`config.mk`:
```
export PLATFORM = sky130hd
export DESIGN_NAME = decoder_scan_ctrl_flat
export DESIGN_NICKNAME = d
export VERILOG_FILES = /design/src/rtl/decoder_scan_ctrl_if.sv /design/src/rtl/decoder_scan_ctrl.sv /design/src/flat_wrapper.sv
export SDC_FILE = /design/constraint.sdc
export NUM_CORES = 1
export LEC_CHECK = 0
export CAP_MARGIN = 0
export CORE_MARGIN = 4
export CORE_UTILIZATION = 55
export CTS_CLUSTER_DIAMETER = 30
export DETAILED_ROUTE_END_ITERATION = 10
export GPL_TIMING_DRIVEN = 1
export PLACE_DENSITY = 0.8
export REMOVE_ABC_BUFFERS = 1
export SETUP_SLACK_MARGIN = 0.15
export SLEW_MARGIN = 20
export SYNTH_ARGS = -nofsm -noshare
export SYNTH_HDL_FRONTEND = slang
export SYNTH_SLANG_ARGS = --single-unit
```
`constraint.sdc`:
```
create_clock -name clk -period 3.9 [get_ports clk]
set_input_delay 0.585 -clock clk [delete_from_list [all_inputs] [get_ports clk]]
set_output_delay 0.585 -clock clk [all_outputs]
set_load 0.005 [all_outputs]
```
`src/rtl/decoder_scan_ctrl_if.sv`:
```
// Control/status bundle between a scan sequencer and the 3-to-8 decoder select generator.
// skip_mask exists only when SCAN_SKIP_EN is defined.
interface decoder_scan_ctrl_if #(
    parameter int DWELL_W = 8
);
    logic               start;
    logic               stop;
    logic               mode_cont;
    logic [DWELL_W-1:0] dwell;
`ifdef SCAN_SKIP_EN
    logic [7:0]         skip_mask;
`endif
    logic               en;
    logic               A;
    logic               B;
    logic               C;
    logic               busy;
    logic               done;

    modport master (
        output start, stop, mode_cont, dwell,
`ifdef SCAN_SKIP_EN
        output skip_mask,
`endif
        input  en, A, B, C, busy, done
    );

    modport slave (
        input  start, stop, mode_cont, dwell,
`ifdef SCAN_SKIP_EN
        input  skip_mask,
`endif
        output en, A, B, C, busy, done
    );
endinterface

```
`src/rtl/decoder_scan_ctrl.sv`:
```
// Channel scan generator driving the decoder en/A/B/C inputs, with dwell and blanking gap.
// Optional channel skipping is enabled by defining SCAN_SKIP_EN.
//
// state  | meaning
// IDLE   | en low, select 000, waiting for start
// ACTIVE | en high on the current channel for the latched dwell
// BLANK  | en low while the select already shows the next channel
module decoder_scan_ctrl #(
    parameter int DWELL_W   = 8,
    parameter int BLANK_CYC = 1
) (
    input logic                clk,
    input logic                rst_n,
    decoder_scan_ctrl_if.slave bus
);
    localparam int BW = (BLANK_CYC > 1) ? $clog2(BLANK_CYC) : 1;

    typedef enum logic [1:0] {IDLE, ACTIVE, BLANK} state_t;

    state_t             state_q, state_d;
    logic [2:0]         chan_q, chan_d;
    logic [DWELL_W-1:0] cnt_q, cnt_d;
    logic [DWELL_W-1:0] dwell_q, dwell_d;
    logic [BW-1:0]      bcnt_q, bcnt_d;
    logic               mode_q, mode_d;
    logic               done_d;
    logic               en_q, busy_q, done_q;
    logic [DWELL_W-1:0] dwell_eff;
    logic               start_ok;

`ifdef SCAN_SKIP_EN
    logic [7:0] mask_q, mask_d, mask_in;
    assign mask_in = bus.skip_mask;
`else
    localparam logic [7:0] mask_q  = 8'h00;
    localparam logic [7:0] mask_in = 8'h00;
`endif

    function automatic logic [2:0] next_chan(input logic [2:0] cur, input logic [7:0] mask);
        logic [2:0] r;
        logic [2:0] idx;
        r = cur;
        // descending so the nearest unmasked channel above cur (with wrap) wins
        for (int k = 7; k >= 1; k--) begin
            idx = cur + 3'(k);
            if (!mask[idx]) r = idx;
        end
        return r;
    endfunction

    function automatic logic has_higher(input logic [2:0] cur, input logic [7:0] mask);
        logic h;
        h = 1'b0;
        for (int i = 0; i < 8; i++) begin
            if (i > int'(cur) && !mask[3'(i)]) h = 1'b1;
        end
        return h;
    endfunction

    function automatic logic [2:0] first_chan(input logic [7:0] mask);
        logic [2:0] r;
        r = 3'd0;
        for (int i = 7; i >= 0; i--) begin
            if (!mask[3'(i)]) r = 3'(i);
        end
        return r;
    endfunction

    assign dwell_eff = (bus.dwell == '0) ? DWELL_W'(1) : bus.dwell;
    assign start_ok  = bus.start && !bus.stop && (mask_in != 8'hFF);

    always_comb begin
        state_d = state_q;
        chan_d  = chan_q;
        cnt_d   = cnt_q;
        bcnt_d  = bcnt_q;
        dwell_d = dwell_q;
        mode_d  = mode_q;
        done_d  = 1'b0;
`ifdef SCAN_SKIP_EN
        mask_d  = mask_q;
`endif
        case (state_q)
            IDLE: begin
                chan_d = 3'd0;
                if (start_ok) begin
                    dwell_d = dwell_eff;
                    mode_d  = bus.mode_cont;
`ifdef SCAN_SKIP_EN
                    mask_d  = mask_in;
`endif
                    chan_d  = first_chan(mask_in);
                    cnt_d   = dwell_eff - DWELL_W'(1);
                    state_d = ACTIVE;
                end
            end
            ACTIVE: begin
                if (bus.stop) begin
                    state_d = IDLE;
                    chan_d  = 3'd0;
                end else if (cnt_q != '0) begin
                    cnt_d = cnt_q - DWELL_W'(1);
                end else if (mode_q || has_higher(chan_q, mask_q)) begin
                    chan_d = next_chan(chan_q, mask_q);
                    if (BLANK_CYC > 0) begin
                        state_d = BLANK;
                        bcnt_d  = BW'(BLANK_CYC - 1);
                    end else begin
                        cnt_d = dwell_q - DWELL_W'(1);
                    end
                end else begin
                    state_d = IDLE;
                    chan_d  = 3'd0;
                    done_d  = 1'b1;
                end
            end
            BLANK: begin
                if (bus.stop) begin
                    state_d = IDLE;
                    chan_d  = 3'd0;
                end else if (bcnt_q != '0) begin
                    bcnt_d = bcnt_q - BW'(1);
                end else begin
                    state_d = ACTIVE;
                    cnt_d   = dwell_q - DWELL_W'(1);
                end
            end
            default: begin
                state_d = IDLE;
                chan_d  = 3'd0;
            end
        endcase
    end

    always_ff @(posedge clk or negedge rst_n) begin
        if (!rst_n) begin
            state_q <= IDLE;
            chan_q  <= 3'd0;
            cnt_q   <= '0;
            bcnt_q  <= '0;
            dwell_q <= '0;
            mode_q  <= 1'b0;
            en_q    <= 1'b0;
            busy_q  <= 1'b0;
            done_q  <= 1'b0;
`ifdef SCAN_SKIP_EN
            mask_q  <= 8'h00;
`endif
        end else begin
            state_q <= state_d;
            chan_q  <= chan_d;
            cnt_q   <= cnt_d;
            bcnt_q  <= bcnt_d;
            dwell_q <= dwell_d;
            mode_q  <= mode_d;
            en_q    <= (state_d == ACTIVE);
            busy_q  <= (state_d != IDLE);
            done_q  <= done_d;
`ifdef SCAN_SKIP_EN
            mask_q  <= mask_d;
`endif
        end
    end

    assign bus.en   = en_q;
    assign bus.A    = chan_q[2];
    assign bus.B    = chan_q[1];
    assign bus.C    = chan_q[0];
    assign bus.busy = busy_q;
    assign bus.done = done_q;
endmodule
```
`src/flat_wrapper.sv`:
```
// flat-port wrapper written by rule: the top's interface ports become plain ports
module decoder_scan_ctrl_flat 
#(
    parameter int DWELL_W   = 8,
    parameter int BLANK_CYC = 1
)
  (clk, rst_n, bus_start, bus_stop, bus_mode_cont, bus_dwell, bus_en, bus_A, bus_B, bus_C, bus_busy, bus_done);
  decoder_scan_ctrl_if #(.DWELL_W(DWELL_W)) bus_i ();
  input logic clk;
  input logic rst_n;
  input wire logic [$bits(bus_i.start)-1:0] bus_start;
  input wire logic [$bits(bus_i.stop)-1:0] bus_stop;
  input wire logic [$bits(bus_i.mode_cont)-1:0] bus_mode_cont;
  input wire logic [$bits(bus_i.dwell)-1:0] bus_dwell;
  output wire logic [$bits(bus_i.en)-1:0] bus_en;
  output wire logic [$bits(bus_i.A)-1:0] bus_A;
  output wire logic [$bits(bus_i.B)-1:0] bus_B;
  output wire logic [$bits(bus_i.C)-1:0] bus_C;
  output wire logic [$bits(bus_i.busy)-1:0] bus_busy;
  output wire logic [$bits(bus_i.done)-1:0] bus_done;
  assign bus_i.start = bus_start;
  assign bus_i.stop = bus_stop;
  assign bus_i.mode_cont = bus_mode_cont;
  assign bus_i.dwell = bus_dwell;
  assign bus_en = bus_i.en;
  assign bus_A = bus_i.A;
  assign bus_B = bus_i.B;
  assign bus_C = bus_i.C;
  assign bus_busy = bus_i.busy;
  assign bus_done = bus_i.done;
  decoder_scan_ctrl #(.DWELL_W(DWELL_W), .BLANK_CYC(BLANK_CYC)) u_core (.clk(clk), .rst_n(rst_n), .bus(bus_i));
endmodule
```
==> run_results.csv <==
group,metric,value,unit
floorplan,design.core.area,2500,sq um
layout,fin_util,66.82,%
floorplan,die_h,59.44,um
detailed_routing,ant_nets,0,
yosys,synth_seq_cells,25,
critical_path,crit_arrival,2710,ps
global_route,grt_overflow,0,
pwr,powerDensity,668.4,nW/um^2
timing,worstMarginPinSlew,752.9,ps
run,maxCapViolations,0,
global_route,antenna_found_initial,0,
detailed_routing,routed_wl,2967,um
clocking,clock_path_buffers,2,
clocking,cts_tree,"done",
yosys,synth_top_cell_by_area,"dfrtp_1",
yosys,syn_area,1455,sq um
clocking,post_cts_buffers,0,
timing,hold-worst-slack,216.0,ps
floorplan,pin_count,19,
critical_path,cp_slowest_stage_delay,600,ps
clocking,root_buffer,"clkbuf_4",
pwr,power_leakage,0.6947,nW
timing,relSlewSlack,49.34,%
layout,antenna_cells,0,
global_route,grt_pass1_vias,1163,
global_route,grt_pass1_wl,4988,um
detailed_routing,vias_per_cell,6.077,
yosys,synthDistinctLibCells,38,
layout,nFillCells,203,
timing,hold_viol,0,
clocking,ctsResizeCount,0,
layout,final_cells,195,
timing,skew,12.01,ps
placement,dp_hpwl,2253,um
placement,placed_cells,191,
layout,syn2layout_area_growth,14.79,%
global_route,grt_max_degree,26,
layout,fin_area,1670,sq um
placement,place_ws,1110,ps
timing,clock.fmax,402.0,MHz
yosys,yosysWarnings,0,
timing,slew_viol_final,0,
timing,rsz0062_at_grt,"no",
detailed_routing,dr.first_iter.drc_count,46,
placement,dpl_cell_area,1644,sq um
layout,nNetsFinal,186,
timing,finalCriticalPeriod,2488,ps
yosys,synth_ff_type,"dfrtp_1",
timing,min_period_over_period,63.79,%
clocking,ctsHtreeMaxLevel,1,
yosys,yosysTopAreaCellShare,42.99,%
placement,io_buffers,18,
timing,setup_tns,0,ps
clocking,clk_pin_slew,160,ps
yosys,ys_top_cells_by_area,"dfrtp_1, mux2_2, ha_1",
placement,gp_congestion,0.8482,
critical_path,worstSetupStartpointType,"flop",
yosys,synth_cells,149,
yosys,avgSynthCellArea,9.766,sq um
pwr,peakVddDrop,435.0,uV
critical_path,crit_required,4130,ps
pwr,finalPower,1.116,mW
yosys,synthArstFlopShare,100.0,%
worst_hold_path,worstHoldPathType,"in -> async",
critical_path,crit_type,"reg -> reg",
layout,layout-drive-gt1-share,12.73,%
detailed_routing,drt_pass1_iterations,4,
outcome,status,"finished clean",
floorplan,dieArea,3533,sq um
clocking,clock-sinks,25,
critical_path,crit_path_max_fanout,17,
yosys,synth_edf_count,0,
yosys,ys_seq_area_share,42.99,%
critical_path,cpMaxStageDelayCell,"nor4_1",
clocking,cts_buffers,3,
clocking,postCtsHoldBufs,0,
clocking,clock_latency,330,ps
floorplan,floorplan.initialDensity,58.21,%
detailed_routing,wl_per_cell,15.22,um
detailed_routing,vias,1185,
global_route,grt_use_total,18.64,%
detailed_routing,drc_errors,0,
critical_path,path_cells,"inv_1 -> ha_1 -> a21oi_1 -> nor4_1 -> a211oi_1 -> a211o_1",
critical_path,worstSetupEndpointType,"flop",
floorplan,dieWidth,59.44,um
timing,report.final.setup_viol,0,
floorplan,row_count,18,
timing,worst_slack,1412,ps
synth_stat cells (2+ instances only):
| master | instances |
|---|---|
| a21oi_1 | 10 |
| o21ai_0 | 11 |
| a21o_1 | 2 |
| dfrtp_1 | 25 |
| nor4_1 | 4 |
| ha_1 | 7 |
| nor2_1 | 11 |
| xnor2_1 | 3 |
| inv_1 | 6 |
| nand4_1 | 2 |
| nor3_1 | 3 |
| a22oi_1 | 8 |
| nor3b_1 | 2 |
| or2_2 | 2 |
| a211oi_1 | 2 |
| nand2b_1 | 2 |
| nand3_1 | 2 |
| nand2_1 | 15 |
| buf_2 | 5 |
| mux2_2 | 9 |
cell families (layout without fill, tap and decap cells):
group,Yosys count,count (layout),synth area share (%)
multiplexers,9,9,6.965
buffers and inverters,12,28,3.525
adder cells (fa/ha/maj),7,7,6.019
AND/OR/NAND/NOR,48,48,16.77
AO/OA/AOI/OAI,45,45,21.93
XOR/XNOR,3,3,1.806
flip-flops,25,25,42.99
power breakdown:
part	internal [mW]	switching [mW]	total, mW
clock network	0.0418	0.0853	0.127
logic	0.250	0.301	0.551
registers	0.366	0.0723	0.438
total	0.658	0.459	1.12
registers in the layout, summed over array words and instances, names as in the netlist:
register / count
u_core.dwell_q: 8
u_core.mode_q: 1
u_core.chan_q: 3
u_core.state_q: 2
u_core.bus.done: 1
u_core.bus.en: 1
u_core.cnt_q: 8
u_core.bus.busy: 1
final timing paths:
kind | slack, ps | start | end | cells past startpoint
max | 1410 | u_core.state_q[0] | u_core.cnt_q[6] | 6
min | 220 | rst_n | u_core.chan_q[0] | 1
max reg2reg | 1410 | u_core.state_q[0] | u_core.cnt_q[6] | 6
min reg2reg | 520 | u_core.chan_q[2] | u_core.chan_q[2] | 1
max in group asynchronous | 3310 | rst_n | u_core.cnt_q[4] | 1
min in group clk | 520 | u_core.chan_q[2] | u_core.chan_q[2] | 1
per-layer routing:
metal / up-vias / GRT usage [%] / routed length, um
met2: 34 / 32.61 / 1472
li1: 579 / - / -
met4: 0 / 6.149 / 35
met5: - / 0 / 0
met3: 4 / 2.832 / 186
met1: 568 / 23.21 / 1273
layout make-up:
type	count	area [sq um]	share of cell area (%)
Tap cell	30	37.54	2.247
Clock inverter	1	8.758	0.5243
Multi-Input combinational cell	112	778.2	46.59
Timing Repair Buffer	18	175.2	10.49
Clock buffer	3	22.52	1.348
Inverter	6	22.52	1.348
Sequential cell	25	625.6	37.45
worst max-delay path: cells and delay by family (launching register included):
kind | cells | cell delay, ps
AO/OA/AOI/OAI | 3 | 690
AND/OR/NAND/NOR | 1 | 600
adder cells (fa/ha/maj) | 1 | 590
flip-flops | 1 | 420
buffers and inverters | 1 | 80
cells in the final DEF (no fill, tap or decap), drive strengths merged, types with 4 or more instances in the layout:
cell / netlist / layout
dfrtp: 25 / 25
o21ai: 11 / 11
nor2: 11 / 11
ha: 7 / 7
inv: 6 / 7
nand2: 15 / 15
clkdlybuf4s50: 0 / 17
mux2: 9 / 9
a21oi: 11 / 11
a22oi: 8 / 8
nor4: 4 / 4
No activity file was read; power rests on OpenSTA's default activity.
